## src/rtl/uart_tx_sched_pkg.sv

```systemverilog
// Shared types and helpers for the round-robin UART transmit scheduler.
package uart_tx_sched_pkg;

   typedef enum logic [1:0] {
      IDLE  = 2'd0,
      START = 2'd1,
      WAIT  = 2'd2,
      GAP   = 2'd3
   } sched_state_e;

   localparam int DEFAULT_GAP_CYCLES     = 16;
   localparam int DEFAULT_TIMEOUT_CYCLES = 65535;

   // Width of an index/counter able to hold values 0..n-1, never narrower than 1 bit.
   function automatic int gnt_w(input int n);
      return (n > 1) ? $clog2(n) : 1;
   endfunction

endpackage

```

## src/rtl/uart_tx_sched_rr_arbiter.sv

```systemverilog
// Combinational round-robin pick: first asserted request searching upward from ptr+1 (mod NREQ).
module rr_arbiter
   import uart_tx_sched_pkg::*;
#(
   parameter int NREQ  = 4,
   parameter int GNT_W = gnt_w(NREQ)
) (
   input  logic [NREQ-1:0]  req,
   input  logic [GNT_W-1:0] ptr,
   output logic [NREQ-1:0]  gnt_onehot,
   output logic [GNT_W-1:0] gnt_idx,
   output logic             gnt_any
);

   logic [GNT_W-1:0] cand;

   always_comb begin
      gnt_onehot = '0;
      gnt_idx    = '0;
      gnt_any    = 1'b0;
      cand       = '0;
      // Offset NREQ wraps back to ptr itself, so the last owner is considered last.
      for (int k = 1; k <= NREQ; k++) begin
         cand = GNT_W'((int'(ptr) + k) % NREQ);
         if (!gnt_any && req[cand]) begin
            gnt_onehot[cand] = 1'b1;
            gnt_idx          = cand;
            gnt_any          = 1'b1;
         end
      end
   end

endmodule

```

## src/rtl/uart_tx_sched.sv

```systemverilog
// Shares one UART transmitter among NREQ requesters with round-robin grants and a guard gap.
// Define UART_TX_SCHED_TIMEOUT_EN to add the WAIT-state watchdog and its timeout_err output.
module uart_tx_sched
   import uart_tx_sched_pkg::*;
#(
   parameter int NREQ           = 4,
   parameter int DATA_W         = 8,
   parameter int GAP_CYCLES     = DEFAULT_GAP_CYCLES,
   parameter int TIMEOUT_CYCLES = DEFAULT_TIMEOUT_CYCLES
) (
   input  logic                     clk,
   input  logic                     reset_n,
   input  logic [NREQ-1:0]          req_valid,
   input  logic [NREQ*DATA_W-1:0]   req_data,
   output logic [NREQ-1:0]          req_ready,
   output logic [DATA_W-1:0]        tx_data,
   output logic                     start_tx,
   input  logic                     tx_done,
   input  logic                     cts_n,
   output logic                     busy,
   output logic [$clog2(NREQ)-1:0]  grant_id,
   output logic                     sent_pulse
`ifdef UART_TX_SCHED_TIMEOUT_EN
   ,
   output logic                     timeout_err
`endif
);

   localparam int GNT_W = gnt_w(NREQ);
   localparam int GAP_W = gnt_w(GAP_CYCLES + 1);

   if (NREQ < 2 || NREQ > 8 || GAP_CYCLES < 0 || TIMEOUT_CYCLES < 1) begin : g_bad_cfg
      $error("uart_tx_sched: unsupported parameter set");
   end

   sched_state_e      state_q, state_d;
   logic [GNT_W-1:0]  rr_ptr;
   logic [GAP_W-1:0]  gap_cnt;
   logic [NREQ-1:0]   gnt_onehot;
   logic [GNT_W-1:0]  gnt_idx;
   logic              gnt_any;
   logic              grant_en;
   logic              do_grant;
   logic              wd_expire;

   rr_arbiter #(
      .NREQ  (NREQ),
      .GNT_W (GNT_W)
   ) u_arb (
      .req        (req_valid),
      .ptr        (rr_ptr),
      .gnt_onehot (gnt_onehot),
      .gnt_idx    (gnt_idx),
      .gnt_any    (gnt_any)
   );

   // Keeping req_ready low while reset is held makes every output read 0 in reset.
   assign grant_en  = reset_n && (state_q == IDLE) && !cts_n;
   assign req_ready = grant_en ? gnt_onehot : '0;
   assign do_grant  = grant_en && gnt_any;
   assign start_tx  = (state_q == START);
   assign busy      = (state_q != IDLE);

`ifdef UART_TX_SCHED_TIMEOUT_EN
   localparam int WD_W = gnt_w(TIMEOUT_CYCLES);

   logic [WD_W-1:0] wd_cnt;

   // tx_done arriving on the final watchdog cycle still counts as a normal completion.
   assign wd_expire = (state_q == WAIT) && !tx_done && (wd_cnt == WD_W'(TIMEOUT_CYCLES - 1));

   always_ff @(posedge clk or negedge reset_n) begin
      if (!reset_n) begin
         wd_cnt      <= '0;
         timeout_err <= 1'b0;
      end else begin
         timeout_err <= wd_expire;
         if (state_q == START) begin
            wd_cnt <= '0;
         end else if (state_q == WAIT) begin
            wd_cnt <= wd_cnt + WD_W'(1);
         end
      end
   end
`else
   assign wd_expire = 1'b0;
`endif

   always_ff @(posedge clk or negedge reset_n) begin
      if (!reset_n) begin
         state_q <= IDLE;
      end else begin
         state_q <= state_d;
      end
   end

   always_comb begin
      state_d = state_q;
      unique case (state_q)
         IDLE:    if (do_grant) state_d = START;
         START:   state_d = WAIT;
         WAIT:    if (tx_done || wd_expire) state_d = (GAP_CYCLES == 0) ? IDLE : GAP;
         GAP:     if (gap_cnt == GAP_W'(1)) state_d = IDLE;
         default: state_d = IDLE;
      endcase
   end

   always_ff @(posedge clk or negedge reset_n) begin
      if (!reset_n) begin
         tx_data    <= '0;
         grant_id   <= '0;
         rr_ptr     <= GNT_W'(NREQ - 1);
         gap_cnt    <= '0;
         sent_pulse <= 1'b0;
      end else begin
         sent_pulse <= (state_q == WAIT) && tx_done;
         if (do_grant) begin
            tx_data  <= req_data[gnt_idx*DATA_W +: DATA_W];
            grant_id <= gnt_idx;
            rr_ptr   <= gnt_idx;
         end
         // The gap counter runs GAP_CYCLES..1, one value per cycle spent in GAP.
         if (state_q == WAIT && state_d == GAP) begin
            gap_cnt <= GAP_W'(GAP_CYCLES);
         end else if (state_q == GAP) begin
            gap_cnt <= gap_cnt - GAP_W'(1);
         end
      end
   end

endmodule
```

## config.mk

```make
export PLATFORM = sky130hd
export DESIGN_NAME = uart_tx_sched
export DESIGN_NICKNAME = d
export VERILOG_FILES = /design/src/rtl/uart_tx_sched_pkg.sv /design/src/rtl/uart_tx_sched_rr_arbiter.sv /design/src/rtl/uart_tx_sched.sv
export SDC_FILE = /design/constraint.sdc
export NUM_CORES = 1
export LEC_CHECK = 0
export ABC_AREA = 1
export BUFFER_PORTS_ARGS = -buffer_cell sky130_fd_sc_hd__buf_4
export CAP_MARGIN = 20
export CORE_AREA = 2 2 56 71
export DETAILED_ROUTE_END_ITERATION = 8
export DIE_AREA = 0 0 58 73
export PLACE_DENSITY = 0.85
export SYNTH_ARGS = -nofsm -noshare
export SYNTH_HDL_FRONTEND = slang
export SYNTH_SLANG_ARGS = --single-unit
```

## constraint.sdc

```tcl
create_clock -name clk -period 7.2 [get_ports clk]
set_clock_uncertainty 0.05 [all_clocks]
set_input_delay 2.16 -clock clk [delete_from_list [all_inputs] [get_ports clk]]
set_output_delay 2.16 -clock clk [all_outputs]
set_load 0.005 [all_outputs]
```

# Word-level counts from Yosys, hierarchy flattened
# Cells that the tools add are included.
totals:
  reg_bits: 20
  inputBits: 40
  elab_cells: 82
op_classes:
  muxes: 35
  order_cmp: 8
  bitwise: 3
  n_addsub: 5
  shifts: 1
  eq_ne: 5
  n_reduce_logical: 19
ops:
  columns: ["op", "count"]
  rows:
  - ["variable part select 32 x 6 -> 8 bit", 1]
  - ["two-way mux 4 bit", 5]
  - ["two-way mux 2 bit", 7]
  - ["logical AND 1 bit", 12]
  - ["less-than comparator 2 x 3 -> 1 bit, second input constant", 4]
  - ["two-way mux 1 bit", 12]
  - ["bitwise OR 4 bit", 3]
  - ["two-way mux 5 bit", 2]
  - ["binary-select mux 1 bit (select 2 bit)", 4]
  - ["demux 1 bit (select 2 bit)", 4]
  - ["greater-or-equal comparator 2 x 1 -> 1 bit, second input constant", 4]
  - ["one-hot mux 2 bit (4 select lines)", 1]
  - ["== test 2 bit, second input constant", 3]
  - ["== test 5 x 1 -> 1 bit, second input constant", 1]
  - ["subtractor 5 x 1 -> 5 bit, second input constant", 1]
  - ["adder 2 x 1 -> 2 bit, second input constant", 2]
  - ["adder 2 bit, second input constant", 2]
  - ["zero test 1 bit", 4]
  - ["nonzero test 2 bit", 2]
  - ["== test 2 x 1 -> 1 bit, second input constant", 1]
  - ["zero test 2 bit", 1]

# Longest topological paths before layout
# Gate-level depths: netlist of the first run.
logic_depth:
  depth_word: 19
  depth_mapped: 17
  mapped_depth_nobuf: 15

# Modules after synthesis
# Synthesis of the first run repeated with hierarchy kept, for this count alone.
unflattened:
  cells_unflattened: 281
  area_unflattened_um2: 1828.0
modules_own_cells:
  columns: ["module", "area_per_inst_um2", "cells_per_inst", "n_inst"]
  rows:
  - ["uart_tx_sched", 1292.5, 200, 1]
  - ["rr_arbiter", 535.5, 81, 1]

# Least setup slack after synthesis of the first run
# OpenSTA, ideal clock, no wires.
synth_timing:
  path_type: "input -> output"
  startpoint: "in req_valid[0]"
  endpoint: "out req_ready[0]"
  t_arrival_ns: 3.011
  setup_slack_ns: 1.979
  path_stages: 9
  cell_sequence: "nand2_1 nand2_2 nand2_2 nand2_4 nor2_8 nand4_1 o21ai_0 nand2_1 inv_1"
synth_via:
  elab_chain_len: 13
  elab_cells_between_ends: 25
  cone_classes: "16 x mux; 3 x bitwise; 6 x reduce/logical"
synth_lines:
  columns: ["element", "line", "rtl"]
  rows:
  - ["from (decl)", "uart_tx_sched.sv:13", "input logic [NREQ-1:0] req_valid,"]
  - ["binary-select mux 1 bit (select 2 bit)", "uart_tx_sched_rr_arbiter.sv:25", "if (!gnt_any && req[cand]) begin"]
  - ["two-way mux 1 bit (implied by the code)", "uart_tx_sched_rr_arbiter.sv:25", null]
  - ["two-way mux 1 bit", "uart_tx_sched_rr_arbiter.sv:25", null]
  - ["zero test 1 bit", "uart_tx_sched_rr_arbiter.sv:25", null]
  - ["logical AND 1 bit", "uart_tx_sched_rr_arbiter.sv:25", null]
  - ["two-way mux 1 bit", "uart_tx_sched_rr_arbiter.sv:25", null]
  - ["zero test 1 bit", "uart_tx_sched_rr_arbiter.sv:25", null]
  - ["logical AND 1 bit", "uart_tx_sched_rr_arbiter.sv:25", null]
  - ["two-way mux 1 bit", "uart_tx_sched_rr_arbiter.sv:25", null]
  - ["zero test 1 bit", "uart_tx_sched_rr_arbiter.sv:25", null]
  - ["logical AND 1 bit", "uart_tx_sched_rr_arbiter.sv:25", null]
  - ["two-way mux 4 bit (*)", "uart_tx_sched_rr_arbiter.sv:25", null]
  - ["two-way mux 4 bit (*)", "uart_tx_sched.sv:59", "assign req_ready = grant_en ? gnt_onehot : '0;"]
  - ["to (decl)", "uart_tx_sched.sv:15", "output logic [NREQ-1:0] req_ready,"]
# Mark *: on every way between the ends. The rest lies on a longest branch, timed or not. The select of a mux whose other input is x is not followed.

# Worst setup path after layout of the first run
layout_timing:
  startpoint: "in req_valid[3]"
  endpoint: "out req_ready[0]"
# The elaborated chain is that of the path after synthesis.

==> out/summary.txt, run 1 <==
Status: finished, final reports clean
Startpoint class of the critical path: input port
Syn. warnings: 0
Placed cells: 329
N_diodes: 0
Wire length per cell: 10.6 um
Worst path top cell family by delay: simple AND/OR/NAND/NOR gates
Min Clock Period, post-route: 5.55 ns
Die area: 0.00423 mm2
Post-route antenna net violation count: 0
Syn Area/Cell: 7.20 um2
Vias in the first global route: 1,496
Starting Density: 0.470
Slew HR: 0.667
VDD IR-drop max: 0.368 mV
Sequential-to-total area share from yosys stat: 0.295
Xor and xnor fraction of the mapped netlist area: 0.0103
Final Cycle Share: 0.771
Met3 usage: 0.0213
Post-Synth Adder-Cell Area: 0.0734
Post-synth design cell area: 0.00171 mm2
Clock-pin slew on the worst setup and hold paths: 0.07 ns
Placed wire-length estimate: 2860 um
Largest net degree at the start of global routing: 29
Pwr/cell area: 445 mW/mm2
Via count: 1,641
Met1 global-route usage: 0.215
Hold Fails Final Rpt: 0
CTS tree: built
Cell variety after synth: 33
Crit Path Category: input port to output port
Final instance area: 0.00219 mm2
Mux contribution to synthesized area: 0
Worst Setup End Kind: output port
Met2 Use GR: 0.313
TritonRoute pass-1 iters: 4
Clk root buf: clkbuf_8
Critical path, cell by cell: buf_4 -> nand2_1 -> nand3_2 -> nand2_2 -> inv_2 -> nor2_8 -> nand4_1 -> o21ai_0 -> nand2_1 -> inv_1 -> buf_4
Least-Margin Pin Slew: 0.498 ns
RSZ-0062 raised after global routing: false
Yosys reg bits: 20
Post-synth top area cell: dfrtp_1
Final Slew Violations: 0
Hold Path Class: register to register
Total track usage: 0.173
Crit path buffers/inverters: 4
Count of input and output buffers: 56
Post-CTS Setup Inserts: 0
GR peak layer: met2
Largest family of logic cells by synthesized area: simple AND/OR/NAND/NOR gates
Synthesized Nets: 287
Placer congestion estimate: 0.894
Post-synthesis compound-gate area fraction: 0.0917
Simple-Gate Fraction of Synth Area: 0.398
Most area-consuming cells after synthesis: dfrtp_1 26%, nand2_1 12%, inv_1 9.5%, nand3_1 9.4%, ha_1 7.3%
Final setup TNS: 0 ns
PostCTS Resize Cnt: 0
Worst EP required: 4.99 ns
CTS sink cnt: 20
Initial antenna violation count: 0
Fillers: 351
Rows: 25
Htree depth: 1
Final Setup Violations: 0
Slowest stage delay, CP: 0.20 ns
Core area: 0.00363 mm2
DRC errors left: 0
Worst-Skew Late Latency: 0.25 ns
Fin cells: 333
Cts hold-fix bufs: 0
# IOs: 57
Initial DRC count: 55
Clk buf depth: 2
Final wirelength: 3540 um
Critical path fanouts, max: 8
Total power: 974 uW
CTS Buf Count: 3
Max Fclk: 180 MHz
Number of synthesized flops with an enable pin: 0
Die W: 58 um
Worst R2R Setup Slack: 4.46 ns
Leak Pwr: 1.24 nW
Synthesis-to-finish area growth: 28.3%
FFs w/ async S/R, synth: 1.00
Slowest cell on the critical path: o21ai_0
Share of the synthesized area in the top cell type: 0.264
Fraction of layout cells with a size suffix above 1: 0.294
GRT Residual Overflow: 0
Multi-input gate area: 978 um2
Flip-flop and latch area: 503 um2
Chip Height: 73 um
DR vias/cell: 4.93
Cells after synthesis: 237
Max Cap Viol: 0
# nets final: 344
WP data arrival: 3.34 ns
Primary FF master, synth: dfrtp_1
First-pass GRT wire length: 6010 um
Placed instance area: 0.00213 mm2
-- flip-flops by register name, indices dropped and copies added, names as in the netlist --
register / flops
sent_pulse: 1
rr_ptr: 2
gap_cnt: 5
tx_data: 8
grant_id: 2
state_q: 2
-- placed cells by master, fill, tap and decap left out, types with 4 or more instances in the layout --
cell type  synthesis  final
buf_4              0     56
nand2_1           55     55
clkbuf_8           0      4
inv_1             43     43
dfrtp_1           18     18
nand2_2            7      7
o211ai_1           6      6
o21ai_0            8      8
or2_1              8      8
nand3_1           32     32
nor2_1            10     10
ha_1              10     10
nand2_4            4      4
-- report_power, final --
group          switching (mW)  total [mW]  internal [mW]
Sequential             0.0478       0.217          0.169
Combinational           0.418       0.673          0.255
Clock                  0.0358      0.0844         0.0486
-- worst register-to-register path, stage by stage, from the launching register on --
cell and delay, ns:
dfstp_2 0.72, inv_6 0.11, ha_1 0.37, inv_1 0.08, nand3_1 0.09, nand2_1 0.14, nand4_1 0.16, nand2_1 0.32
nor2_2 0.42, o211ai_1 0.15, nand3_1 0.09
-- cell families after synthesis --
kind of cell / after synthesis
and+or+nand+nor: 129
buffers and inverters: 51
DFF: 20
AOI/OAI and AO/OA: 25
adders and majority gates: 10
xor gates and xnor gates: 2
-- through the flow --
stage	util	hold slack (ns)	setup WS, ns
floorplan	-	0.401	1.98
global placement	0.588	0.415	1.70
detailed placement	0.588	0.423	1.65
CTS	0.603	0.438	1.65
global route	0.603	0.449	1.48
finish	0.603	0.437	1.65
-- cell usage after synthesis, types with 2 or more instances --
master / n
nand2_1: 55
inv_1: 43
nand3_1: 32
dfrtp_1: 18
ha_1: 10
nor2_1: 10
o21ai_0: 8
or2_1: 8
nand2_2: 7
o211ai_1: 6
nand2_4: 4
inv_2: 3
nand3_2: 3
o22ai_1: 3
a21oi_1: 2
a31oi_1: 2
buf_6: 2
dfstp_2: 2
nand4_1: 2
nor2_2: 2
o221ai_1: 2
xnor2_1: 2
-- routing by layer --
metal / up-vias / wire length (um) / part of all wire
met1: 734 / 1580 / 0.45
li1: 865 / - / -
met4: 0 / 18 / 0.0051
met3: 4 / 133 / 0.038
met2: 38 / 1800 / 0.51
met5: - / 0 / 0
-- cell type report --
cell class                      instances  area share
Inverter                               47      0.0829
Tap cell                               40      0.0229
Multi-Input combinational cell        166       0.447
Sequential cell                        20       0.230
Clock buffer                            4      0.0252
Timing Repair Buffer                   56       0.192
-- worst paths after layout --
path | startpoint | to | cells after the start
max | req_valid[3] | req_ready[0] | 11
min | grant_id[1] | grant_id[1] | 2
max reg2reg | rr_ptr[0] | tx_data[0] | 10
min reg2reg | grant_id[1] | grant_id[1] | 2
max in group asynchronous | reset_n | rr_ptr[0] | 1
min in group asynchronous | reset_n | sent_pulse | 1
Note: power is estimated with default switching activity, not from simulation.
==> inputs of run 2 (changes only) <==
CORE_AREA = 2 2 58 74   (was 2 2 56 71)
DIE_AREA = 0 0 60 76   (was 0 0 58 73)
PLACE_DENSITY = 0.83   (was 0.85)
clock period = 4.6 ns   (was 7.2 ns; I/O delays follow)
==> run 2 against run 1 <==
  * Routed wire length is 5.7% higher
  * Setup slack worse by 1.0 ns
  * Flip-flop and latch count stayed put
  * Clock-buffer cell count stayed put
  * Critical path depth stayed put
  * Cell area is 0.91% higher
  * First-iteration DRC count is 58% higher
  * Non-clock buffer count stayed put
  * Sequential power is 58% higher
  * Total power is 57% higher
==> out/summary.txt, run 2 (synthesis gave the netlist of run 1 again) <==
Pwr/cell area: 693 mW/mm2 (+56%)
Starting Density: 0.433 (-0.0368)
Worst Reg2Reg Path Length in Cells: 10 (unchanged)
Post-CTS Setup Inserts: 0 (unchanged)
Worst-Skew Late Latency: 0.25 ns (about the same)
Max reg flops: 8 (unchanged)
Worst Setup End Kind: output port
Critical path fanouts, max: 8 (unchanged)
DRC errors left: 0 (unchanged)
Largest registers: tx_data x8, gap_cnt x5
Min Clock Period, post-route: 3.99 ns
# IOs: 57 (unchanged)
Slew HR: 0.667 (about the same)
Die W: 60 um (+3.4%)
Utilization after layout: 0.561 (-0.0421)
Worst path top cell family by delay: simple AND/OR/NAND/NOR gates
Worst R2R Setup Slack: 1.84 ns (-2.62 ns)
Max Cap Viol: 0 (unchanged)
TritonRoute pass-1 iters: 4 (unchanged)
Commonest non-fill, non-tap cell in the layout: buf_4
CTS Buf Count: 3 (unchanged)
PostCTS Resize Cnt: 0 (unchanged)
Initial antenna violation count: 0 (unchanged)
Final Cycle Share: 0.867
Startpoint class of the critical path: input port
Synthesis-to-finish area growth: 29.5%
Final setup TNS: 0 ns (unchanged)
Largest Register: tx_data
Count of input and output buffers: 56 (unchanged)
Largest net degree at the start of global routing: 29 (unchanged)
Via count: 1,676 (+2.1%)
Max Fclk: 251 MHz
Status: finished, final reports clean
Clk buf depth: 2 (unchanged)
Placed instance area: 0.00215 mm2 (+0.94%)
Initial DRC count: 87 (+58%)
Clk root buf: clkbuf_8
Fin cells: 349 (+4.8%)
WP data arrival: 2.56 ns (-0.78 ns)
# nets final: 344 (unchanged)
Total track usage: 0.169 (-0.00421)
Htree depth: 1 (unchanged)
Post-route antenna net violation count: 0 (unchanged)
RSZ-0062 raised after global routing: false
Cts hold-fix bufs: 0 (unchanged)
Hold Slack: 0.436 ns (-0.00101 ns)
Crit path buffers/inverters: 3 (-1)
CTS sink cnt: 20 (unchanged)
Wire length per cell: 10.7 um (+0.81%)
Chip Height: 76 um (+4.1%)
Placed wire-length estimate: 2990 um (+4.5%)
GRT Residual Overflow: 0 (unchanged)
Slowest cell on the critical path: o21ai_0
Critical R2R Launch: rr_ptr[1]
CTS tree: built
Leak Pwr: 1.24 nW (unchanged)
N_diodes: 0 (unchanged)
Final instance area: 0.00221 mm2 (+0.91%)
Most frequent cells in the layout: 56 x buf_4, 55 x nand2_1, 43 x inv_1
Worst EP required: 3.17 ns (-1.82 ns)
Critical path, cell by cell: buf_4 -> nand2_1 -> nand2_2 -> nand2_2 -> nand2_4 -> nor2_8 -> nand4_1 -> o21ai_0 -> nand2_1 -> inv_1 -> buf_4
Final wirelength: 3740 um (+5.7%)
DR vias/cell: 4.80 (-2.5%)
Final Slew Violations: 0 (unchanged)
Core area: 0.00394 mm2 (+8.5%)
Fraction of layout cells with a size suffix above 1: 0.294 (unchanged)
Hold path depth: 2 (unchanged)
Rows: 26 (+4.0%)
Least-Margin Pin Slew: 0.498 ns (-0.000232 ns)
Hold Path Class: register to register
Hold Fails Final Rpt: 0 (unchanged)
Final Setup Violations: 0 (unchanged)
Placer congestion estimate: 0.806 (-9.9%)
R2R Path End: tx_data[2]
Clock-pin slew on the worst setup and hold paths: 0.08 ns (about the same)
Slowest stage delay, CP: 0.19 ns (about the same)
Vias in the first global route: 1,531 (+2.3%)
Crit Path Category: input port to output port
First-pass GRT wire length: 6290 um (+4.7%)
VDD IR-drop max: 0.607 mV (+65%)
Placed cells: 345 (+4.9%)
Hold path start: grant_id[1]
Hold EP: grant_id[1]
Die area: 0.00456 mm2 (+7.7%)
==> run 2: cell counts in the layout (fill, tap and decap cells not counted) <==
No cell type changed its count.
==> run 2: layout make-up <==
| type | count | area, um2 |
|---|---|---|
| sequential | 20 | 503 |
| fill | 379 | 1730 |
| tap | 56 | 70.1 |
| clock buffer | 4 | 55.1 |
| inverter | 47 | 181 |
| timing repair buffer | 56 | 420 |
| multi-input combinational | 166 | 978 |
==> run 2: how the worst max path moves through the flow <==
stage,startpoint,end,slack (ns),cells after the start
after floorplan,req_valid[0],req_ready[0],0.94,9
after global placement,req_valid[0],req_ready[1],0.64,11
after detailed placement,req_valid[0],req_ready[1],0.61,11
after CTS,req_valid[0],req_ready[1],0.61,11
after global routing,req_valid[0],req_ready[0],0.42,11
final,req_valid[0],req_ready[1],0.61,11
==> run 2: tightest hold or removal path, stage by stage (launching register included) <==
cell and delay [ns]:
dfrtp_1 0.35, nand2_1 0.05, nand2_1 0.06
==> run 2: report_power, final <==
| group | total, mW | internal (mW) | switching [mW] |
|---|---|---|---|
| logic | 1.06 | 0.398 | 0.658 |
| clock network | 0.133 | 0.0761 | 0.0566 |
| registers | 0.342 | 0.265 | 0.0769 |
==> run 2: per-layer routing <==
metal | global-route usage | part of all wire | vias to the layer above
li1 | - | - | 858
met1 | 0.222 | 0.43 | 769
met2 | 0.296 | 0.53 | 47
met3 | 0.0136 | 0.040 | 2
met4 | 0.0356 | 0.0035 | 0
met5 | 0 | 0 | -
==> run 2: per-stage QoR <==
| step | setup WS (ns) | total power, mW |
|---|---|---|
| after detailed placement | 0.609 | 1.40 |
| after global placement | 0.638 | 1.37 |
| final | 0.610 | 1.53 |
| after global routing | 0.423 | 1.69 |
| after floorplan | 0.939 | 1.22 |
| after CTS | 0.607 | 1.54 |
==> inputs of run 3 (changes only) <==
CAP_MARGIN = unset   (was 20)
GPL_TIMING_DRIVEN = 0   (was unset)
==> run 3 against run 2 <==
  * Fmax down 0.55%
  * Register-to-register slack better by 0.12 ns
  * Flip-flop and latch count did not move
  * Critical path type unchanged
==> out/summary.txt, run 3 (synthesis gave the netlist of run 1 again) <==
Total track usage: 0.172 (+0.00281)
Largest registers: tx_data x8, gap_cnt x5
Rows: 26 (unchanged)
Final setup TNS: 0 ns (unchanged)
N_diodes: 0 (unchanged)
Initial antenna violation count: 0 (unchanged)
Most frequent cells in the layout: 56 x buf_4, 55 x nand2_1, 43 x inv_1
Crit Path Category: input port to output port
Max reg flops: 8 (unchanged)
Final Setup Violations: 0 (unchanged)
RSZ-0062 raised after global routing: false
Least-Margin Pin Slew: 0.328 ns (-0.170 ns)
CTS sink cnt: 20 (unchanged)
Count of input and output buffers: 56 (unchanged)
Chip Height: 76 um (unchanged)
Die W: 60 um (unchanged)
Post-CTS Setup Inserts: 0 (unchanged)
Hold Fails Final Rpt: 0 (unchanged)
Core area: 0.00394 mm2 (unchanged)
Initial DRC count: 34 (-61%)
Final wirelength: 3730 um (-0.21%)
Via count: 1,681 (+0.30%)
Commonest non-fill, non-tap cell in the layout: buf_4
CTS tree: built
Combinational power share: 0.719 (+0.029)
DR vias/cell: 4.76 (-0.84%)
PostCTS Resize Cnt: 0 (unchanged)
Htree depth: 1 (unchanged)
WP data arrival: 2.58 ns (+0.02 ns)
Worst EP required: 3.17 ns (about the same)
# IOs: 57 (unchanged)
Utilization after layout: 0.572 (+0.0108)
TritonRoute pass-1 iters: 4 (unchanged)
Starting Density: 0.433 (unchanged)
Placed wire-length estimate: 3050 um (+2.1%)
Final Slew Violations: 0 (unchanged)
CTS Buf Count: 3 (unchanged)
GRT Residual Overflow: 0 (unchanged)
VDD IR-drop max: 0.693 mV (+14%)
Worst-Skew Late Latency: 0.26 ns (about the same)
Leak Pwr: 1.27 nW (+1.8%)
Clk buf depth: 2 (unchanged)
First-pass GRT wire length: 6340 um (+0.78%)
Flop pwr share: 0.199 (-0.024)
Post-route antenna net violation count: 0 (unchanged)
Clock power share: 0.082 (-0.005)
Status: finished, final reports clean
Min Clock Period, post-route: 4.01 ns (+0.0222 ns)
Vias in the first global route: 1,556 (+1.6%)
Clock-pin slew on the worst setup and hold paths: 0.07 ns (about the same)
Worst Setup End Kind: output port
Largest Register: tx_data
Max Cap Viol: 0 (unchanged)
Synthesis-to-finish area growth: 32.0%
Slew HR: 0.781 (+0.114)
# nets final: 348 (+1.2%)
Largest net degree at the start of global routing: 22 (-24%)
Pint: 807 uW (+9.3%)
Psw: 821 uW (+3.7%)
Final Cycle Share: 0.872 (+0.00482)
Hold Path Class: register to register
Wire length per cell: 10.6 um (-1.3%)
Startpoint class of the critical path: input port
Fraction of layout cells with a size suffix above 1: 0.303 (+0.00951)
Pwr/cell area: 723 mW/mm2 (+4.4%)
Critical path fanouts, max: 8 (unchanged)
Cts hold-fix bufs: 0 (unchanged)
DRC errors left: 0 (unchanged)
Max Fclk: 249 MHz (-0.55%)
Placer congestion estimate: 0.907 (+13%)
Die area: 0.00456 mm2 (unchanged)
Clk root buf: clkbuf_8
Switch share: 0.504 (-0.0131)
[run 3: cell types whose count changed in the layout (fill, tap and decap cells not counted), sizes merged]
cell	delta
buf	+4
[run 3: worst max-delay path: stages]
cell and delay, ns:
buf_4 0.12, nand2_1 0.11, nand3_2 0.09, nand2_2 0.10, inv_2 0.06, nor2_8 0.14
nand4_1 0.17, o21ai_0 0.20, nand2_1 0.07, inv_1 0.06, buf_4 0.10
[run 3: power groups by stage]
stage / Sequential, mW / Clock (mW) / Combinational, mW
finish: 0.324 / 0.134 / 1.17
global route: 0.335 / 0.143 / 1.31
CTS: 0.324 / 0.136 / 1.18
detailed placement: 0.326 / 0 / 1.17
global placement: 0.326 / 0 / 1.14
floorplan: 0.321 / 0 / 0.896
[run 3: worst paths after layout]
kind | start | cells after the start | endpoint | slack, ns
max in group asynchronous | reset_n | 1 | rr_ptr[0] | 3.30
max | req_valid[3] | 11 | req_ready[1] | 0.59
min reg2reg | gap_cnt[4] | 2 | gap_cnt[4] | 0.45
min | gap_cnt[4] | 2 | gap_cnt[4] | 0.45
min in group asynchronous | reset_n | 1 | tx_data[4] | 0.93
max reg2reg | rr_ptr[0] | 13 | tx_data[3] | 1.96
[run 3: layout make-up]
class                      count  area, um2
tap                           56       70.1
fill                         381       1690
multi-input combinational    166        978
buffer                         4       42.5
sequential                    20        503
clock buffer                   4       55.1
timing repair buffer          56        420
inverter                      47        181
[run 3: metrics by stage]
stage | hold slack (ns) | power [mW] | cell area [um2] | worst slack [ns] | cells
floorplan | 0.401 | 1.22 | 1710 | 0.939 | 237
global placement | 0.415 | 1.47 | 2200 | 0.591 | 349
detailed placement | 0.424 | 1.50 | 2200 | 0.573 | 349
CTS | 0.447 | 1.64 | 2250 | 0.576 | 353
global route | 0.467 | 1.79 | 2250 | 0.430 | 353
finish | 0.446 | 1.63 | 2250 | 0.588 | 353
[run 3: layer usage]
layer  global-route usage  vias to the layer above  share of wire
li1                     -                      872              -
met1                0.202                      758           0.42
met2                0.308                       45           0.51
met3               0.0238                        6          0.055
met4               0.0578                        0          0.014
met5                    0                        -              0
